===== src/rtl/outpkt_arbiter_pkg.sv =====
// outpkt_arbiter_pkg
// Shared definitions for the output-packet arbiter and its round-robin picker:
// FSM state encoding, data / packet-count / grant-index widths and the width
// of the optional mid-packet stall counter.
package outpkt_arbiter_pkg;

    // IDLE: arbitrating between requesters, XFER: moving one granted packet
    typedef enum logic {
        IDLE = 1'b0,
        XFER = 1'b1
    } arb_state_t;

    localparam int DATA_W      = 16;
    localparam int PKT_COUNT_W = 16;

    // Sized for the largest supported requester count (8)
    localparam int GRANT_ID_W  = 3;

    // Stall counter width used when the timeout feature is compiled in
    localparam int STALL_CNT_W = 16;

endpackage


===== src/rtl/outpkt_arbiter_rr_select.sv =====
// rr_select
// Combinational circular priority picker. Starting just after ptr and
// wrapping at N-1, it returns the first index whose valid bit is set.
// Ports:
//   valid : per-requester valid vector
//   ptr   : index of the last winner (search starts at ptr+1)
//   idx   : selected index (0 when nothing is valid)
//   any   : at least one valid bit is set
module rr_select
    import outpkt_arbiter_pkg::*;
#(
    parameter int N = 4
) (
    input  logic [N-1:0]            valid,
    input  logic [GRANT_ID_W-1:0]   ptr,
    output logic [GRANT_ID_W-1:0]   idx,
    output logic                    any
);

    logic [GRANT_ID_W-1:0] cand;

    // Walk the ring one position at a time from ptr+1; the first valid
    // candidate encountered wins, so ptr itself is considered last.
    always_comb begin
        idx  = '0;
        any  = 1'b0;
        cand = ptr;
        for (int k = 0; k < N; k++) begin
            cand = (cand == GRANT_ID_W'(N - 1)) ? '0 : cand + 1'b1;
            for (int j = 0; j < N; j++) begin
                if (!any && (cand == GRANT_ID_W'(j)) && valid[j]) begin
                    idx = cand;
                    any = 1'b1;
                end
            end
        end
    end

endmodule


===== src/rtl/outpkt_arbiter.sv =====
// outpkt_arbiter
// Shares the 16-bit output FIFO write port among N_REQ FWFT result sources
// with packet-atomic round-robin arbitration. Once granted, a requester keeps
// the port until its word flagged last has been written.
// Optional feature macro: OUTPKT_ARB_TIMEOUT_EN (mid-packet stall timeout that
// sets the sticky err flag and truncates the packet).
// Ports:
//   CLK, RST   : write-side clock, asynchronous active-high reset
//   req_valid  : requester i has a word available
//   req_data   : requester i word at [16*i+15:16*i]
//   req_last   : requester i current word ends its packet
//   req_rd_en  : pop strobe back to the granted requester
//   dout       : word to the output FIFO (0 when not writing)
//   wr_en      : output FIFO write strobe
//   full       : output FIFO full
//   grant_id   : current / last granted requester
//   busy       : packet transfer in progress
//   pkt_count  : packets forwarded (wraps)
//   err        : sticky timeout error
module outpkt_arbiter
    import outpkt_arbiter_pkg::*;
#(
    parameter int N_REQ          = 4,
    parameter int TIMEOUT_CYCLES = 255
) (
    input  logic                      CLK,
    input  logic                      RST,
    input  logic [N_REQ-1:0]          req_valid,
    input  logic [DATA_W*N_REQ-1:0]   req_data,
    input  logic [N_REQ-1:0]          req_last,
    output logic [N_REQ-1:0]          req_rd_en,
    output logic [DATA_W-1:0]         dout,
    output logic                      wr_en,
    input  logic                      full,
    output logic [GRANT_ID_W-1:0]     grant_id,
    output logic                      busy,
    output logic [PKT_COUNT_W-1:0]    pkt_count,
    output logic                      err
);

    if (N_REQ < 2 || N_REQ > 8 || TIMEOUT_CYCLES < 1) begin : g_param_check
        $error("outpkt_arbiter: N_REQ must be 2..8 and TIMEOUT_CYCLES >= 1");
    end

    arb_state_t              state;
    arb_state_t              state_next;
    logic [GRANT_ID_W-1:0]   rr_ptr;
    logic [GRANT_ID_W-1:0]   sel_idx;
    logic                    sel_any;
    logic                    g_valid;
    logic                    g_last;
    logic [DATA_W-1:0]       g_data;
    logic                    xfer;
    logic                    timeout_hit;

    rr_select #(
        .N (N_REQ)
    ) u_rr_select (
        .valid (req_valid),
        .ptr   (rr_ptr),
        .idx   (sel_idx),
        .any   (sel_any)
    );

    // Mux out the granted requester's handshake and data. A compare loop is
    // used so grant_id never indexes past N_REQ-1.
    always_comb begin
        g_valid = 1'b0;
        g_last  = 1'b0;
        g_data  = '0;
        for (int i = 0; i < N_REQ; i++) begin
            if (grant_id == GRANT_ID_W'(i)) begin
                g_valid = req_valid[i];
                g_last  = req_last[i];
                g_data  = req_data[DATA_W*i +: DATA_W];
            end
        end
    end

`ifdef OUTPKT_ARB_TIMEOUT_EN
    logic [STALL_CNT_W-1:0] stall_cnt;

    // Only an empty granted requester counts as a stall; back-pressure from
    // full holds the count instead.
    assign timeout_hit = (state == XFER) && !g_valid &&
                         (stall_cnt == STALL_CNT_W'(TIMEOUT_CYCLES - 1));

    always_ff @(posedge CLK or posedge RST) begin
        if (RST) begin
            stall_cnt <= '0;
        end else if (state != XFER || xfer || timeout_hit) begin
            stall_cnt <= '0;
        end else if (!g_valid) begin
            stall_cnt <= stall_cnt + 1'b1;
        end
    end

    always_ff @(posedge CLK or posedge RST) begin
        if (RST) begin
            err <= 1'b0;
        end else if (timeout_hit) begin
            err <= 1'b1;
        end
    end
`else
    assign timeout_hit = 1'b0;
    assign err         = 1'b0;
`endif

    // Next-state and the zero-latency write path: in XFER the granted word
    // goes straight to the FIFO whenever it is valid and there is room.
    always_comb begin
        state_next = state;
        xfer       = 1'b0;
        wr_en      = 1'b0;
        dout       = '0;
        req_rd_en  = '0;
        case (state)
            IDLE: begin
                if (sel_any) begin
                    state_next = XFER;
                end
            end
            XFER: begin
                xfer  = g_valid && !full;
                wr_en = xfer;
                if (xfer) begin
                    dout = g_data;
                end
                for (int i = 0; i < N_REQ; i++) begin
                    req_rd_en[i] = xfer && (grant_id == GRANT_ID_W'(i));
                end
                if ((xfer && g_last) || timeout_hit) begin
                    state_next = IDLE;
                end
            end
            default: state_next = IDLE;
        endcase
    end

    // State, grant and round-robin pointer. The pointer only moves when a
    // packet ends (or is truncated), so the finishing requester drops to
    // lowest priority for the next arbitration.
    always_ff @(posedge CLK or posedge RST) begin
        if (RST) begin
            state     <= IDLE;
            rr_ptr    <= GRANT_ID_W'(N_REQ - 1);
            grant_id  <= '0;
            pkt_count <= '0;
        end else begin
            state <= state_next;
            if (state == IDLE && sel_any) begin
                grant_id <= sel_idx;
            end
            if (state == XFER && ((xfer && g_last) || timeout_hit)) begin
                rr_ptr <= grant_id;
            end
            if (state == XFER && xfer && g_last) begin
                pkt_count <= pkt_count + 1'b1;
            end
        end
    end

    assign busy = (state == XFER);

endmodule


===== config.mk =====
export PLATFORM = sky130hd
export DESIGN_NAME = outpkt_arbiter
export DESIGN_NICKNAME = d
export VERILOG_FILES = /design/src/rtl/outpkt_arbiter_pkg.sv /design/src/rtl/outpkt_arbiter_rr_select.sv /design/src/rtl/outpkt_arbiter.sv
export SDC_FILE = /design/constraint.sdc
export NUM_CORES = 1
export LEC_CHECK = 0
export ABC_AREA = 1
export CAP_MARGIN = 20
export CORE_UTILIZATION = 35
export DETAILED_ROUTE_END_ITERATION = 8
export GPL_TIMING_DRIVEN = 0
export HOLD_SLACK_MARGIN = 0.15
export PLACE_DENSITY = 0.68
export RECOVER_POWER = 100
export SYNTH_ARGS = -nofsm -noshare
export SYNTH_HDL_FRONTEND = slang
export SYNTH_HIERARCHICAL = 1
export SYNTH_SLANG_ARGS = --single-unit

===== constraint.sdc =====
create_clock -name CLK -period 4.7 [get_ports CLK]
set_input_delay 0.94 -clock CLK [delete_from_list [all_inputs] [get_ports CLK]]
set_output_delay 0.94 -clock CLK [all_outputs]
set_load 0.02 [all_outputs]

# --- Yosys cells after proc, flatten, opt, wreduce, memory -nomap -nowiden ---
# Cells that the tools add are included.
op_classes:
  addsub: 5
  mul: 0
  div: 0
  order_cmp: 0
  eq_ne: 16
  shift: 0
  n_mux: 55
  bitwise: 1
  reduce_logical: 63
op_table:
  columns: ["operator", "count"]
  rows:
  - ["$mux W16", 6]
  - ["$mux W3", 20]
  - ["$logic_and A1 B1 Y1", 42]
  - ["$eq A3 B2 Y1 const B", 11]
  - ["$mux W1", 27]
  - ["$add A16 B1 Y16 const B", 1]
  - ["$logic_not A1 Y1", 16]
  - ["$eq A3 B1 Y1 const B", 5]
  - ["$logic_not A3 Y1", 5]
  - ["$add A3 B1 Y3 const B", 4]
  - ["$mux W4", 1]
  - ["$pmux W1 S2", 1]
  - ["$not A1 Y1", 1]
totals:
  reg_bits: 23
  latchBits: 0
  ram_bits: 0
  rom_bits: 0
  inputBits: 75
  out_inout_bits: 42
  wordCells: 144
  mem_count: 0

# --- Depth between registers and ports, before layout ---
# Gate-level depths: netlist of the first run.
depth:
  depth_word: 67
  mapped_depth: 17
  mapped_depth_nobuf: 17

# --- Hierarchy ---
# Netlist of the first run, hierarchy kept.
modules_own_cells:
  columns: ["mod", "instances", "cells_each", "area_each_um2", "seq_area_each_um2"]
  rows:
  - ["outpkt_arbiter", 1, 316, 2097.0, 578.1]
  - ["rr_select", 1, 80, 446.7, 0.0]

# --- Least setup slack after synthesis of the first run ---
# No wires, ideal clock.
synth_path:
  kind: "input -> output"
  startpoint: "input full"
  endpoint: "output req_rd_en[1]"
  arrival_ns: 2.045
  required_ns: 3.760
  slack_ns: 1.715
  cell_stages: 5
  n_path_buf: 1
  path_cell_list: "or2_1 -> nor2_4 -> nand2_1 -> buf_2 -> nor3_1"
synth_via:
  elab_chain_cells: 4
synth_rtl:
  columns: ["element", "line", "text"]
  rows:
  - ["start, declared", "outpkt_arbiter.sv:34", "input logic full,"]
  - ["$logic_not A1 Y1", "outpkt_arbiter.sv:125", "xfer = g_valid && !full;"]
  - ["$logic_and A1 B1 Y1", "outpkt_arbiter.sv:125", null]
  - ["$logic_and A1 B1 Y1", "outpkt_arbiter.sv:131", "req_rd_en[i] = xfer && (grant_id == GRANT_ID_W'(i));"]
  - ["$mux W4", "outpkt_arbiter.sv:118", "case (state)"]
  - ["end, declared", "outpkt_arbiter.sv:31", "output logic [N_REQ-1:0] req_rd_en,"]
# Every way passes these cells.

# --- Final worst setup path of the first run ---
layout_path:
  startpoint: "input req_valid[3]"
  endpoint: "output wr_en"
layout_via:
  elab_chain_cells: 3
layout_rtl:
  columns: ["element", "line", "text"]
  rows:
  - ["start, declared", "outpkt_arbiter.sv:28", "input logic [N_REQ-1:0] req_valid,"]
  - ["$mux W1", "outpkt_arbiter.sv:72", "if (grant_id == GRANT_ID_W'(i)) begin"]
  - ["$logic_and A1 B1 Y1", "outpkt_arbiter.sv:125", null]
  - ["$mux W1", "outpkt_arbiter.sv:118", null]
  - ["end, declared", "outpkt_arbiter.sv:33", "output logic wr_en,"]
# Every way passes these cells.

==> results of run 1 <==
[cell type report]
| class | instances | area, µm² | area share |
|---|---|---|---|
| multi-input cells | 324 | 1670 | 0.438 |
| repair buffers | 115 | 1150 | 0.302 |
| flip-flops and latches | 23 | 578 | 0.152 |
| plain buffers | 17 | 126 | 0.0331 |
| inverters | 32 | 123 | 0.0322 |
| well taps | 96 | 120 | 0.0315 |
| clock buffers | 4 | 45.0 | 0.0118 |
[placed cells by master, fill, tap and decap left out, types with 6 or more instances in the layout]
cell type | synthesis | final
clkdlybuf4s50_1 | 0 | 71
dfrtp_1 | 21 | 21
dlygate4sd3_1 | 0 | 44
ha_1 | 7 | 7
inv_1 | 25 | 26
nand2_1 | 128 | 129
nand2_2 | 6 | 6
nand3_1 | 45 | 46
nand3_2 | 11 | 11
nand4_1 | 26 | 26
nor2_1 | 45 | 46
o21ai_0 | 8 | 9
o21ai_1 | 12 | 11
[stage by stage]
stage / hold WS [ns] / std cells / instance area (µm²) / worst slack (ns)
floorplan: 0.453 / 396 / 2540 / 1.72
global placement: 0.476 / 607 / 3810 / 0.812
detailed placement: 0.483 / 607 / 3810 / 0.825
CTS: 0.494 / 611 / 3860 / 0.819
global route: 0.511 / 611 / 3810 / 0.588
finish: 0.492 / 611 / 3810 / 0.655
[per-layer routing]
layer  vias to the layer above  track usage
met3                         7       0.0332
met5                         -            0
li1                       1534            -
met2                       107        0.402
met1                      1390        0.278
met4                         0       0.0373
[where the power goes]
part	internal, W	total, W	switching [W]
Combinational	0.000441	0.00116	0.000719
Sequential	0.000236	0.000278	0.0000418
Clock	0.0000606	0.000126	0.0000652
[flip-flops by register name, indices dropped and copies added (netlist names)]
name / flops
busy: 1
rr_ptr: 3
grant_id: 3
pkt_count: 16
[path summary, 6_finish.rpt]
check	startpoint	endpoint	slack, ns
max	req_valid[3]	wr_en	0.66
min	rr_ptr[1]	rr_ptr[1]	0.49
max reg2reg	rr_ptr[0]	grant_id[0]	1.52
min reg2reg	rr_ptr[1]	rr_ptr[1]	0.49
max in group asynchronous	RST	pkt_count[4]	2.86
min in group asynchronous	RST	pkt_count[13]	1.29
[cells by family (layout without fill, tap and decap cells)]
group                      count (synthesis)  after routing  share of synthesized area
buffers and inverters                     49            168                      0.101
DFF                                       23             23                      0.227
other                                      1              1                    0.00147
xor gates and xnor gates                   7              7                     0.0241
adders and majority gates                  7              7                     0.0344
and+or+nand+nor                          277            277                      0.534
muxes                                      1              1                    0.00443
AOI/OAI and AO/OA                         31             31                     0.0733
[critical path: stages]
cell and delay (ns):
dlygate4sd3_1 0.71, nor2_2 0.07, nor2_1 0.17, inv_1 0.13, nor2_8 0.22, buf_12 0.17
dlygate4sd3_1 0.68
==> flow_summary.toml, run 1 <==
[run_status]
status = "finished, final reports clean"

[die]
die_x_um = 87.3
die_h_um = 87.3
std_cell_rows = 30
io_pins = 117
core_um2 = 6910
start_util = 0.368
die_area_um2 = 7610

[synth]
syn_avg_cell_area_um2 = 6.42
synth_edf_count = 0
synthFlopType = "dfrtp_1"
syn-instance-count = 396
ys_ff_latch = 23
yosys.area.top_type_share = 0.207
yosysTopAreaCell = "dfrtp_1"
async_flop_share = 1.00
synth_nets = 478
synth.yosys.warnings = 6
synth_area_leaders = "dfrtp_1 (21%), nand2_1 (19%), nand3_1 (8.9%), nor2_1 (6.6%), nand4_1 (6.4%)"
synth_most_common_cell = "nand2_1"
synth_seq_area_share = 0.227
synth_area_um2 = 2540
ys_types = 37
synth.top_cells.by_count = "nand2_1 (128), nand3_1 (45), nor2_1 (45)"

[drt]
wl_met3_um = 644
firstDrtPassIters = 5
dr_total_vias = 3038
viasPerCell = 4.97
wl_um = 8370
wl_met2_um = 4130
wl_per_cell_um = 13.7
wl_met1_um = 3530
drc = 0
drt_iter0_markers = 114
ant_nets = 0
routed.top_layer = "met4"

[place]
port_buffers = 115
gp_congestion = 0.854
hpwl_um = 6620

[timing]
hold_viol = 0
skew_ns = 0.00616
period_needed_ns = 4.04
tightest_slew_ns = 0.884
tns_ns = 0
rsz0062_at_grt = "no"
period_share = 0.861
fmax_mhz = 247
final-setup-viol-count = 0
timing.final.max_slew_violations = 0
relSlewSlack = 0.410

[clock_tree]
cts_setup_buffers = 0
postCtsHoldBufs = 0
postCtsResizedCells = 0
ctsLongestPathBuffers = 2
clock_latency_ns = 0.27
cts_buffers = 3
clk_pin_slew_ns = 0.08
cts_sinks = 23
cts_max_level = 1
cts_tree = "built"
cts.root.buffer_cell = "clkbuf_8"

[worst_setup_path]
cp-start-kind = "primary input"
r2r_cells = 13
crit_type = "in -> out"
endpoint_kind = "primary output"
cp_max_fo = 10
worstPathRequired_ns = 3.76
cp_data_arrival_time_ns = 3.10

[global_route]
grt_use_total = 0.221
antenna_found_initial = 0
grt_overflow = 0
first_global_vias = 2803
grt_start_max_net_pins = 24
grt_pass1_wl_um = 13500

[power]
power.total_w = 0.00156
p_leak_nw = 1.79
powerDensity_nw_per_um2 = 410
ir_worst_vdd_uv = 245

[cells_and_area]
nNetsFinal = 598
n_antenna_cell = 0
layout-drive-gt1-share = 0.101
area_growth_pct = 49.9
finish.utilization = 0.552
num-fill-cells = 720

[flow_run]
maxCapViolCount = 0

[hold_path]
holdCritPathClass = "reg -> reg"
whs_path_depth = 2
No activity file was read; power rests on OpenSTA's default activity.
==> run 2: changes to the inputs <==
SKIP_LAST_GASP = 1   (was unset)
clock period = 4.2 ns   (was 4.7 ns; I/O delays follow)
==> results of run 2 <==
The final DEF is identical to that of run 1. Status: finished, final reports clean.
Main changes from that run: setup slack after placement 0.825 ns -> 0.525 ns; setup slack after layout 0.655 ns -> 0.355 ns; register-to-register setup slack 1.52 ns -> 1.02 ns; total power 0.00156 W -> 0.00175 W; worst IR drop on VDD 245 µV -> 274 µV
